==> src/rtl/wbk_pkg.sv <==
// Shared types for the write-back port arbiter: the buffered write request and
// the hard-wired zero register index.
package wbk_pkg;

   typedef struct packed {
      logic        wb;
      logic        kill;
      logic [5:0]  dest;
      logic [31:0] data;
   } wb_req_t;

   localparam logic [5:0] REG_ZERO = 6'd0;

   // A write reaches the register file only when enabled, not squashed and not to r0.
   function automatic logic req_writes(input wb_req_t req);
      return req.wb && !req.kill && (req.dest != REG_ZERO);
   endfunction

endpackage

==> src/rtl/wbk_wport_arbiter_if.sv <==
// Pipeline / long-latency unit / register-file write port bundle.
// WBK_ARB_PERF_EN adds the two performance counter outputs.
interface wbk_wport_arbiter_if;

   logic        PIPE_VALID;
   logic        PIPE_WB;
   logic [5:0]  PIPE_DEST;
   logic [31:0] PIPE_DATA;
   logic        PIPE_POP;
   logic        LU_VALID;
   logic [5:0]  LU_DEST;
   logic [31:0] LU_DATA;
   logic        LU_READY;
   logic        WB_SW;
   logic [5:0]  DEST_SW;
   logic [31:0] DATA_SW;
   logic        LU_PENDING;
`ifdef WBK_ARB_PERF_EN
   logic [31:0] PERF_LU_FORCED;
   logic [31:0] PERF_PIPE_STALL;
`endif

   modport slave (
      input  PIPE_VALID, PIPE_WB, PIPE_DEST, PIPE_DATA,
      input  LU_VALID, LU_DEST, LU_DATA,
      output PIPE_POP, LU_READY, WB_SW, DEST_SW, DATA_SW, LU_PENDING
`ifdef WBK_ARB_PERF_EN
      , output PERF_LU_FORCED, PERF_PIPE_STALL
`endif
   );

   modport master (
      output PIPE_VALID, PIPE_WB, PIPE_DEST, PIPE_DATA,
      output LU_VALID, LU_DEST, LU_DATA,
      input  PIPE_POP, LU_READY, WB_SW, DEST_SW, DATA_SW, LU_PENDING
`ifdef WBK_ARB_PERF_EN
      , input PERF_LU_FORCED, PERF_PIPE_STALL
`endif
   );

endinterface

==> src/rtl/wbk_lu_fifo.sv <==
// Long-latency result FIFO with a per-entry kill-by-destination port used to
// squash buffered results overtaken by a younger pipeline write.
import wbk_pkg::*;

module wbk_lu_fifo #(
   parameter int DEPTH = 4
) (
   input  logic       clk,
   input  logic       reset_n,
   input  logic       push,
   input  wb_req_t    push_req,
   input  logic       pop,
   input  logic       kill_en,
   input  logic [5:0] kill_dest,
   output wb_req_t    head,
   output logic       full,
   output logic       empty
);

   localparam int AW = $clog2(DEPTH);

   logic [AW:0]      wr_ptr_reg;
   logic [AW:0]      rd_ptr_reg;
   wb_req_t          mem_reg [DEPTH];
   logic [DEPTH-1:0] vld_reg;
   logic [DEPTH-1:0] kill_hit;
   logic [AW-1:0]    wr_idx;
   logic [AW-1:0]    rd_idx;
   logic             push_ok;
   logic             pop_ok;
   wb_req_t          push_next;

   assign wr_idx  = wr_ptr_reg[AW-1:0];
   assign rd_idx  = rd_ptr_reg[AW-1:0];
   assign empty   = (wr_ptr_reg == rd_ptr_reg);
   assign full    = (wr_ptr_reg[AW] != rd_ptr_reg[AW]) && (wr_idx == rd_idx);
   assign head    = mem_reg[rd_idx];
   assign push_ok = push && !full;
   assign pop_ok  = pop && !empty;

   genvar gi;
   generate
      for (gi = 0; gi < DEPTH; gi++) begin : g_kill
         assign kill_hit[gi] = kill_en && vld_reg[gi] && (mem_reg[gi].dest == kill_dest);
      end
   endgenerate

   // A result arriving alongside a same-dest pipeline write is already stale.
   always_comb begin
      push_next      = push_req;
      push_next.kill = push_req.kill || (kill_en && (push_req.dest == kill_dest));
   end

   always_ff @(posedge clk or negedge reset_n) begin
      if (!reset_n) begin
         wr_ptr_reg <= '0;
         rd_ptr_reg <= '0;
         vld_reg    <= '0;
         for (int i = 0; i < DEPTH; i++) begin
            mem_reg[i] <= '0;
         end
      end else begin
         for (int i = 0; i < DEPTH; i++) begin
            if (kill_hit[i]) begin
               mem_reg[i].kill <= 1'b1;
            end
            if (pop_ok && (rd_idx == AW'(i))) begin
               vld_reg[i] <= 1'b0;
            end
            if (push_ok && (wr_idx == AW'(i))) begin
               mem_reg[i] <= push_next;
               vld_reg[i] <= 1'b1;
            end
         end
         if (push_ok) begin
            wr_ptr_reg <= wr_ptr_reg + (AW+1)'(1);
         end
         if (pop_ok) begin
            rd_ptr_reg <= rd_ptr_reg + (AW+1)'(1);
         end
      end
   end

endmodule

==> src/rtl/wbk_wport_arbiter.sv <==
// Register-file write port arbiter: pipeline has priority, buffered LU results
// drain when idle or when the starvation limit is hit. WBK_ARB_PERF_EN adds perf counters.
import wbk_pkg::*;

module wbk_wport_arbiter #(
   parameter int LU_DEPTH   = 4,
   parameter int STARVE_MAX = 8
) (
   input logic             clk,
   input logic             reset_n,
   wbk_wport_arbiter_if.slave bus
);

   localparam logic [7:0] STARVE_LIM = 8'(STARVE_MAX);

   wb_req_t     head;
   wb_req_t     push_req;
   logic        full;
   logic        empty;
   logic        forced;
   logic        pipe_grant;
   logic        lu_grant;
   logic        lu_push;
   logic        kill_en;
   logic [7:0]  starve_cnt_reg;
   logic        wb_sw_reg;
   logic [5:0]  dest_sw_reg;
   logic [31:0] data_sw_reg;

   assign forced     = !empty && (starve_cnt_reg == STARVE_LIM);
   assign pipe_grant = bus.PIPE_VALID && !forced;
   assign lu_grant   = !empty && (forced || !bus.PIPE_VALID);
   assign lu_push    = bus.LU_VALID && !full;
   assign kill_en    = pipe_grant && bus.PIPE_WB;

   always_comb begin
      push_req      = '0;
      push_req.wb   = 1'b1;
      push_req.dest = bus.LU_DEST;
      push_req.data = bus.LU_DATA;
   end

   wbk_lu_fifo #(
      .DEPTH(LU_DEPTH)
   ) u_fifo (
      .clk      (clk),
      .reset_n  (reset_n),
      .push     (lu_push),
      .push_req (push_req),
      .pop      (lu_grant),
      .kill_en  (kill_en),
      .kill_dest(bus.PIPE_DEST),
      .head     (head),
      .full     (full),
      .empty    (empty)
   );

   always_ff @(posedge clk or negedge reset_n) begin
      if (!reset_n) begin
         starve_cnt_reg <= '0;
         wb_sw_reg      <= 1'b0;
         dest_sw_reg    <= '0;
         data_sw_reg    <= '0;
      end else begin
         if (empty || lu_grant) begin
            starve_cnt_reg <= '0;
         end else if (pipe_grant && (starve_cnt_reg != STARVE_LIM)) begin
            starve_cnt_reg <= starve_cnt_reg + 8'd1;
         end

         // Killed LU entries still occupy the port for a cycle, just without writing.
         if (pipe_grant) begin
            wb_sw_reg   <= bus.PIPE_WB && (bus.PIPE_DEST != REG_ZERO);
            dest_sw_reg <= bus.PIPE_DEST;
            data_sw_reg <= bus.PIPE_DATA;
         end else if (lu_grant) begin
            wb_sw_reg   <= req_writes(head);
            dest_sw_reg <= head.dest;
            data_sw_reg <= head.data;
         end else begin
            wb_sw_reg   <= 1'b0;
         end
      end
   end

   assign bus.PIPE_POP   = pipe_grant;
   assign bus.LU_READY   = !full;
   assign bus.LU_PENDING = !empty;
   assign bus.WB_SW      = wb_sw_reg;
   assign bus.DEST_SW    = dest_sw_reg;
   assign bus.DATA_SW    = data_sw_reg;

`ifdef WBK_ARB_PERF_EN
   logic [31:0] perf_forced_reg;
   logic [31:0] perf_stall_reg;

   always_ff @(posedge clk or negedge reset_n) begin
      if (!reset_n) begin
         perf_forced_reg <= '0;
         perf_stall_reg  <= '0;
      end else begin
         if (forced) begin
            perf_forced_reg <= perf_forced_reg + 32'd1;
         end
         if (bus.PIPE_VALID && !pipe_grant) begin
            perf_stall_reg <= perf_stall_reg + 32'd1;
         end
      end
   end

   assign bus.PERF_LU_FORCED  = perf_forced_reg;
   assign bus.PERF_PIPE_STALL = perf_stall_reg;
`endif

endmodule
==> src/flat_wrapper.sv <==
// flat-port wrapper written by rule: the top's interface ports become plain ports
module wbk_wport_arbiter_flat 
#(
   parameter int LU_DEPTH   = 4,
   parameter int STARVE_MAX = 8
)
  (clk, reset_n, bus_PIPE_VALID, bus_PIPE_WB, bus_PIPE_DEST, bus_PIPE_DATA, bus_LU_VALID, bus_LU_DEST, bus_LU_DATA, bus_PIPE_POP, bus_LU_READY, bus_WB_SW, bus_DEST_SW, bus_DATA_SW, bus_LU_PENDING);
  wbk_wport_arbiter_if bus_i ();
  input logic clk;
  input logic reset_n;
  input wire logic [$bits(bus_i.PIPE_VALID)-1:0] bus_PIPE_VALID;
  input wire logic [$bits(bus_i.PIPE_WB)-1:0] bus_PIPE_WB;
  input wire logic [$bits(bus_i.PIPE_DEST)-1:0] bus_PIPE_DEST;
  input wire logic [$bits(bus_i.PIPE_DATA)-1:0] bus_PIPE_DATA;
  input wire logic [$bits(bus_i.LU_VALID)-1:0] bus_LU_VALID;
  input wire logic [$bits(bus_i.LU_DEST)-1:0] bus_LU_DEST;
  input wire logic [$bits(bus_i.LU_DATA)-1:0] bus_LU_DATA;
  output wire logic [$bits(bus_i.PIPE_POP)-1:0] bus_PIPE_POP;
  output wire logic [$bits(bus_i.LU_READY)-1:0] bus_LU_READY;
  output wire logic [$bits(bus_i.WB_SW)-1:0] bus_WB_SW;
  output wire logic [$bits(bus_i.DEST_SW)-1:0] bus_DEST_SW;
  output wire logic [$bits(bus_i.DATA_SW)-1:0] bus_DATA_SW;
  output wire logic [$bits(bus_i.LU_PENDING)-1:0] bus_LU_PENDING;
  assign bus_i.PIPE_VALID = bus_PIPE_VALID;
  assign bus_i.PIPE_WB = bus_PIPE_WB;
  assign bus_i.PIPE_DEST = bus_PIPE_DEST;
  assign bus_i.PIPE_DATA = bus_PIPE_DATA;
  assign bus_i.LU_VALID = bus_LU_VALID;
  assign bus_i.LU_DEST = bus_LU_DEST;
  assign bus_i.LU_DATA = bus_LU_DATA;
  assign bus_PIPE_POP = bus_i.PIPE_POP;
  assign bus_LU_READY = bus_i.LU_READY;
  assign bus_WB_SW = bus_i.WB_SW;
  assign bus_DEST_SW = bus_i.DEST_SW;
  assign bus_DATA_SW = bus_i.DATA_SW;
  assign bus_LU_PENDING = bus_i.LU_PENDING;
  wbk_wport_arbiter #(.LU_DEPTH(LU_DEPTH), .STARVE_MAX(STARVE_MAX)) u_core (.clk(clk), .reset_n(reset_n), .bus(bus_i));
endmodule
==> config.mk <==
export PLATFORM = sky130hd
export DESIGN_NAME = wbk_wport_arbiter_flat
export DESIGN_NICKNAME = d
export VERILOG_FILES = /design/src/rtl/wbk_pkg.sv /design/src/rtl/wbk_wport_arbiter_if.sv /design/src/rtl/wbk_lu_fifo.sv /design/src/rtl/wbk_wport_arbiter.sv /design/src/flat_wrapper.sv
export SDC_FILE = /design/constraint.sdc
export NUM_CORES = 1
export LEC_CHECK = 0
export CAP_MARGIN = 25
export CORE_MARGIN = 2
export CORE_UTILIZATION = 50
export CTS_CLUSTER_DIAMETER = 60
export DETAILED_ROUTE_END_ITERATION = 8
export PLACE_DENSITY_LB_ADDON = 0.25
export SLEW_MARGIN = 0
export SYNTH_ARGS = -nofsm -noshare
export SYNTH_HDL_FRONTEND = slang
export SYNTH_SLANG_ARGS = --single-unit
==> constraint.sdc <==
create_clock -name clk -period 2 [get_ports clk]
set_clock_uncertainty 0.15 [all_clocks]
set_input_delay 0.4 -clock clk [delete_from_list [all_inputs] [get_ports clk]]
set_output_delay 0.4 -clock clk [all_outputs]
set_load 0.01 [all_outputs]
==> results.yml <==
power_and_ir_drop:
  ir_drop_v: 0.0008284
  power.density_mw_per_mm2: 1790
  p_leak_nw: 6.971
  switching_share_pct: 34.12
  p_seq_share_pct: 29.4
  p_sw_mw: 9.471
  clockPowerShare_pct: 17.8
  internal_power_mw: 18.29
  p_comb_share_pct: 52.8
die:
  die_h_um: 144.2
  core-area_mm2: 0.01940
  row_count: 51
  initial_core_util_pct: 50.70
  die_w_um: 144.2
  dieArea_mm2: 0.02081
  ios: 123
cts:
  cts_sinks: 217
  numCtsBuffers: 24
  clockBufferDepth: 3
  htreeDepth: 1
  clk_transition_reported_paths_ns: 0.07
  cts_tree: "built"
  clk_latency_ns: 0.52
  root_buffer: "clkbuf_16"
logic_synthesis:
  synthFlopType: "dfrtp_1"
  yosysUniqueCellTypes: 37
  synth_top_family_by_area: "multiplexers"
  synth_nets: 797
  synth_top_cell_by_area: "dfrtp_1"
  ys_seq_area_share_pct: 55.22
  synth_fa_ha_area_share_pct: 1.272
  ys.warnings.count: 0
  avgSynthCellArea_um2: 13.93
  synth-xor-area-share_pct: 4.059
  syn-instance-count: 706
  yosys-top-cells-area: "dfrtp_1 (55%), mux2_2 (17%), mux4_2 (8.7%)"
  synth_area_mm2: 0.009834
  yosys.area_share.simple_pct: 5.471
  yosysMostFrequentCell: "dfrtp_1"
  synth.top_cell.area_share_pct: 55.22
  synth.ff_latch_count: 217
  yosys-top-cells-count: "dfrtp_1 (217), mux2_2 (152), nand2_1 (78)"
  synth_compound_area_share_pct: 5.076
  synth.area.mux_share_pct: 26.11
  synth_async_sr_flop_share_pct: 100.0
  synth_edf_count: 0
setup_path:
  crit_family: "flip-flops"
  reg2reg_to: "u_core.bus.DEST_SW[2]$_DFFE_PN0P_"
  reg2reg_slack_ns: -0.36
  path_max_fanout: 2
  max_stage_delay_ns: 0.42
  reg2reg_depth: 9
  reg2reg_from: "u_core.u_fifo.rd_ptr_reg[2]$_DFFE_PN0N_"
  cpMaxStageDelayCell: "dfrtp_1"
  critPathKind: "register to output port"
  arrival_ns: 1.86
  critPathLaunchType: "register"
  required_ns: 1.45
  path_cells: "xor2_2 > and3b_4 > buf_6 > o21a_4 > buf_6"
  crit_cells: 5
  critPathCaptureType: "output port"
  cp_common_cell: "buf_6"
  critPathBufInv: 2
grt:
  grtUsageTotal_pct: 29.69
  grt_pass1_vias: 7899
  grt_overflow_total: 0
  grt_pass1_wl_mm: 46.22
  antenna_found_initial: 1
  grt_max_degree: 56
detailed_routing:
  wl_per_cell_um: 28.19
  ant_nets: 0
  num_vias: 7770
  dr.pass1.iters: 5
  drc_errors: 0
  vias_per_cell: 6.123
  drt_iter0_drc: 693
  wl_mm: 35.77
timing:
  fin_crit_ns: 2.412
  final_max_slew_viol_count: 0
  worstMarginPinSlew_ns: 0.5305
  setup_slack_ns: -0.4124
  period_share_pct: 120.6
  slew_headroom_pct: 64.63
  grt_setup_unrepaired: "yes"
  finalSetupViolCount: 211
  timing.fmax_mhz: 414.5
  finalHoldViolations: 0
final_layout:
  fin_nets: 1076
  largest_reg_flops: 160
  syn2layout_area_growth_pct: 57.66
  drive_above_1_share_pct: 48.90
  postLayoutCellArea_mm2: 0.01550
  final_cells: 1269
run_status:
  violations: "setup timing"
  outcome: "complete, but fails checks"
job:
  maxCapViolCount: 0
placement:
  dpl.hpwl_mm: 16.16
  io_buffers: 122
  place_ws_ns: -0.2659
  place.gp.congestion: 0.8929
  place_area_mm2: 0.01201
  dp.cells: 1131
worst_hold_path:
  hp-class: "input pin to asynchronous set/reset pin"
==> layout by cell type (no fill, tap or decap), types with 32 or more instances in the layout <==
master             n
mux4_2            38
nand2_1           68
buf_4             68
buf_6             43
mux2_4           151
buf_12            38
clkdlybuf4s50_1   98
dfrtp_1          214
a22oi_2           32
==> worst max-delay path by stage <==
stage	startpoint	endpoint	slack, ns
detailed placement	u_core.starve_cnt_reg[0]$_DFFE_PN0P_	bus_PIPE_POP	-0.27
floorplan	u_core.u_fifo.rd_ptr_reg[0]$_DFFE_PN0N_	u_core.bus.WB_SW$_DFF_PN0_	-0.02
finish	u_core.u_fifo.rd_ptr_reg[2]$_DFFE_PN0N_	bus_PIPE_POP	-0.41
global route	u_core.u_fifo.rd_ptr_reg[2]$_DFFE_PN0N_	bus_PIPE_POP	-0.44
global placement	u_core.u_fifo.rd_ptr_reg[0]$_DFFE_PN0N_	u_core.bus.DATA_SW[11]$_DFFE_PN0P_	-0.21
CTS	u_core.u_fifo.wr_ptr_reg[2]$_DFFE_PN0N_	bus_PIPE_POP	-0.37
==> cell families (layout without fill, tap and decap cells) <==
logic type / count (synthesis) / count (layout)
DFF: 217 / 217
muxes: 190 / 190
and+or+nand+nor: 122 / 122
AOI/OAI and AO/OA: 62 / 62
buffers and inverters: 62 / 358
xor gates and xnor gates: 43 / 43
adders and majority gates: 10 / 10
other: 0 / 2
==> stage by stage <==
| step | utilization (%) | power, mW | TNS [ns] | hold WS (ns) |
|---|---|---|---|---|
| 2_1_floorplan | - | 13.33 | -0.03397 | -0.04559 |
| 3_3_place_gp | 61.89 | 16.73 | -29.12 | 0.2485 |
| 3_5_place_dp | 61.89 | 17.17 | -35.28 | 0.2633 |
| 4_1_cts | 75.21 | 25.32 | -27.96 | 0.2890 |
| 5_1_grt | 79.90 | 28.61 | -45.37 | 0.3225 |
| 6_report | 79.93 | 27.76 | -41.89 | 0.2770 |
==> metal layers <==
metal  vias to the layer above  track usage (%)  routed length [um]
met5                         -                0                   0
met4                         0            8.840                1538
met3                       128            5.397                2632
met1                      4097            40.34               14360
met2                       434            49.35               17230
li1                       3111                -                   -
==> power by group through the flow <==
stage               Combinational [mW]  Sequential (mW)  Clock (mW)
floorplan                         5.64             7.69           0
global placement                  9.02             7.71           0
detailed placement                9.28             7.89           0
CTS                               12.6             7.85        4.90
global route                      15.2             8.29        5.14
finish                            14.7             8.15        4.95
==> worst register-to-register path, cell delays in order (launching register included) <==
cell,delay (ns)
dfrtp_1,0.42
xor2_2,0.23
and3b_4,0.24
buf_6,0.11
o21a_4,0.22
buf_4,0.14
buf_12,0.14
buf_12,0.15
a222oi_1,0.33
inv_1,0.10
==> cell type report <==
class	instances	area, um^2
diodes	2	5.005
clock buffers	28	656.9
clock inverters	15	220.2
fillers	969	3894
inverters	19	83.83
multi-input cells	427	5139
flip-flops and latches	217	5436
well taps	265	331.6
repair buffers	296	3632
==> timing repair <==
| item | CTS | global route |
|---|---|---|
| hold buffers | 1 | 0 |
| hold endpoints to repair | 51 | 0 |
| resized for setup | 219 | 168 |
| pin swaps | 17 | 68 |
| buffers inserted | 40 | 45 |
| cloned | 20 | 6 |
| setup endpoints to repair | 158 | 230 |
Note: power is estimated with default switching activity, not from simulation.
==> RTL change 1 (config.mk and constraints unchanged) <==
`LU_DEPTH` is set to 4 in 2 places; all go to 8.
--- a/src/rtl/wbk_wport_arbiter.sv
+++ b/src/rtl/wbk_wport_arbiter.sv
@@ -5,3 +5,3 @@
 module wbk_wport_arbiter #(
-   parameter int LU_DEPTH   = 4,
+   parameter int LU_DEPTH   = 8,
    parameter int STARVE_MAX = 8
--- a/src/flat_wrapper.sv
+++ b/src/flat_wrapper.sv
@@ -3,3 +3,3 @@
 #(
-   parameter int LU_DEPTH   = 4,
+   parameter int LU_DEPTH   = 8,
    parameter int STARVE_MAX = 8
Check against the original RTL: no difference found for any inputs over 4 cycles, from zero or initial values and one cycle with reset_n low; that may be too few to reach the edited logic, so the function may still have changed.
==> RTL change 1 against the unedited design <==
- the run still ends with negative setup slack left
- routed wire length increased by 61%
- via count increased by 65%
- first-iteration DRC count increased by 43%
- synthesized area increased by 82%
- design area increased by 63%
- sequential cell count increased by 166
- synthesized cell count increased by 85%
- worst setup slack got worse by 0.017 ns
- power increased by 61%
- largest cell class unchanged
- highest routed layer unchanged
==> RTL change 1: results (changes against the unedited design) <==
- HPWL Detailed: 28500 µm (+77%)
- Setup ws final: -0.429 ns (-0.0171 ns)
- Synth area leaders: dfrtp_1 53%, mux2_1 11%, mux4_2 9.5%, mux2_2 7.8%, nand2_1 2.5%
- Non-clock buffer area fraction after layout: 17.9% (-5.5 points)
- GPL Wtd Cong: 0.813 (-8.9%)
- Vias: 12.8k (+65%)
- H-tree levels: 2 (+1)
- DRT Wirelength: 57700 µm (+61%)
- Non-CTS inverters: 18 (-1)
- WP data arrival: 2.69 ns (+0.83 ns)
- Dpl cells: 1917 (+69%)
- Status: complete, but fails checks
- Syn avg cell area: 13.7 µm² (-1.5%)
- Seq/Total Area, Yosys: 53.5% (-1.7 points)
- Nets@finish: 1704 (+58%)
- DP Worst Slack: -0.526 ns (-0.260 ns)
- Crit path largest cell delay: 0.51 ns (+0.09 ns)
- Placed Area: 20500 µm² (+71%)
- Xor and xnor area share after synthesis: 3.45% (-0.61 points)
- Clock buf/inv share: 5.26% (-0.40 points)
- Max FFs per register: 320 (+100%)
- Iter 0 DRT Violations: 992 (+43%)
- Synthesized net count: 1401 (+76%)
- Non-Filler Instances: 2105 (+66%)
- Pin count of the biggest net entering global routing: 52 (-7.1%)
- N_diodes: 1 (-1)
- Worst VDD drop: 964 µV (+16%)
- Hold Path Origin: bus_PIPE_DATA[12]
- M1 WL: 23900 µm (+67%)
- Register bit total from synthesis: 383 (+76%)
- CTS resizes: 226 (+3.2%)
- First-pass GRT wire length: 79800 µm (+73%)
- Final Cell Area: 25300 µm² (+63%)
- Synth Area in Compound Gates: 3.43% (-1.6 points)
- Leak: 11.4 nW (+64%)
- Min-delay worst type: in2reg
- WL met3: 3420 µm (+30%)
- Storage element area: 9590 µm² (+76%)
- WHS: 0.228 ns (-0.0487 ns)
- Finish-stage setup viols: 381 (+81%)
- Clock latency on the worst-skew pair: 0.56 ns (+0.04 ns)
- Fill count: 2156 (+120%)
- Post-Route Setup TNS: -112.62 ns (-70.73 ns)
- Clock buffers: 71 (+150%)
- Reg2reg path depth: 7 (-2)
- Postcts setup bufs: 62 (+55%)
- Least-Margin Pin Slew: 0.601 ns (+0.0700 ns)
- Worst R2R Start: u_core.u_fifo.rd_ptr_reg[0]
- Violated checks: negative setup slack
- Total CTS buffers: 42 (+75%)
- Fraction of area in multi-input gates: 36.4% (+3.2 points)
- Top cells by count, synth: 383 x dfrtp_1, 180 x mux2_1, 124 x mux2_2
- Non-clock buffer count: 356 (+20%)
- CP max-delay cell: dfrtp_4
- Adder-cell area share of the yosys netlist: 0.977% (-0.30 points)
- Distinct cell type count after synthesis: 42 (+14%)
-- RTL change 1: report_power, final --
| part | switching, mW | leakage (nW) | internal, mW |
|---|---|---|---|
| registers | 2.70 | 4.61 | 11.6 |
| logic | 9.43 | 6.18 | 13.3 |
| clock network | 3.26 | 0.644 | 4.39 |
| total | 15.4 | 11.4 | 29.3 |
-- RTL change 1: cell families (layout without fill, tap and decap cells) --
group,after synthesis,in the layout
multiplexers,391,391
AND/OR/NAND/NOR,226,226
adder cells (fa/ha/maj),14,14
other,0,1
XOR/XNOR,68,68
buffers and inverters,115,452
AO/OA/AOI/OAI,109,109
flip-flops,383,383
-- RTL change 1: worst reg2reg max path, delay by kind of cell (launching register included) --
kind | cells | cell delay [ns]
DFF | 1 | 0.51
buffers and inverters | 3 | 0.50
muxes | 1 | 0.38
AOI/OAI and AO/OA | 1 | 0.30
and+or+nand+nor | 1 | 0.29
xor gates and xnor gates | 1 | 0.16
==> RTL change 2 (same flow settings) <==
Made on the original files. Set the package constant `REG_ZERO` to 6'd1 (it was 6'd0).
--- a/src/rtl/wbk_pkg.sv
+++ b/src/rtl/wbk_pkg.sv
@@ -11,3 +11,3 @@
 
-   localparam logic [5:0] REG_ZERO = 6'd0;
+   localparam logic [5:0] REG_ZERO = 6'd1;
 
Behaviour: not the same (Yosys sat finds a counterexample within 4 cycles, from zero or initial values and one cycle with reset_n low).
==> RTL change 2 against the unedited design <==
- the flow still finishes with violations (negative setup slack)
- non-clock buffer count fell by 57
- worst setup slack lost 0.027 ns
- design area fell by 5.2%
- die area rose by 0.49%
- sequential cell count stayed put
- synthesized area grew 0.50%
- power decreased by 8.0%
- routed wire length decreased by 12%
- largest power group unchanged
==> RTL change 2: results (changes against the unedited design) <==
- Non-clock buffer count: 239 (-19%)
- Top cells by count, synth: 217 x dfrtp_1, 152 x mux2_2, 67 x nand2_1
- Clock buf/inv share: 5.24% (-0.42 points)
- Worst VDD drop: 904 µV (+9.1%)
- Finish-stage setup viols: 206 (-2.4%)
- N_diodes: 0 (-2)
- Routed len/inst: 25.9 µm (-8.1%)
- Iter 0 DRT Violations: 679 (-2.0%)
- Status: complete, but fails checks
- Reg-to-reg critical path endpoint: u_core.bus.DATA_SW[15]
- Clock buffers: 35 (+25%)
- Least-Margin Pin Slew: 0.530 ns (-0.00101 ns)
- Pin count of the biggest net entering global routing: 57 (+1.8%)
- Seq/Total Area, Yosys: 54.9% (-0.27 points)
- Violated checks: negative setup slack
- First-pass GRT wire length: 41000 µm (-11%)
- Synth area leaders: dfrtp_1 55%, mux2_2 17%, mux4_2 8.7%, xnor2_1 2.9%, nand2_1 2.5%
- R2R setup slack: -0.38 ns (-0.02 ns)
- GPL Wtd Cong: 0.844 (-5.5%)
- Placed Area: 11900 µm² (-0.68%)
- Fill count: 1097 (+13%)
- Non-clock buffer area fraction after layout: 20.7% (-2.8 points)
- Non-Filler Instances: 1208 (-4.8%)
- Postcts setup bufs: 22 (-45%)
- Setup ws final: -0.440 ns (-0.0273 ns)
- Via density: 5.92 (-3.3%)
RTL change 2: changes by cell type after synthesis, moves of 2 or more:
| cell | unedited run | this run |
|---|---|---|
| a22oi_1 | 32 | 21 |
| buf_4 | 0 | 3 |
| clkbuf_1 | 14 | 11 |
| mux2i_1 | 0 | 11 |
| nand2_1 | 78 | 67 |
| o21ai_0 | 2 | 14 |
| or4_1 | 2 | 0 |
RTL change 2: routing by layer:
| layer | up-vias | wire, µm |
|---|---|---|
| li1 | 2990 | - |
| met5 | - | 0 |
| met3 | 63 | 1880 |
| met1 | 3777 | 12700 |
| met2 | 326 | 15900 |
| met4 | 0 | 897 |
RTL change 2: where the power goes:
group	switching, mW	internal (mW)
logic	5.23	7.82
clock network	1.78	2.58
registers	1.54	6.58
total	8.55	17.0
RTL change 2: logic make-up after synthesis:
logic type	Yosys count	synth area share (%)
flops	217	54.9
mux	201	27.1
simple gates	111	5.06
compound gates	62	4.70
buf+inv	62	2.90
xor+xnor	43	4.04
fa+ha+maj	10	1.27
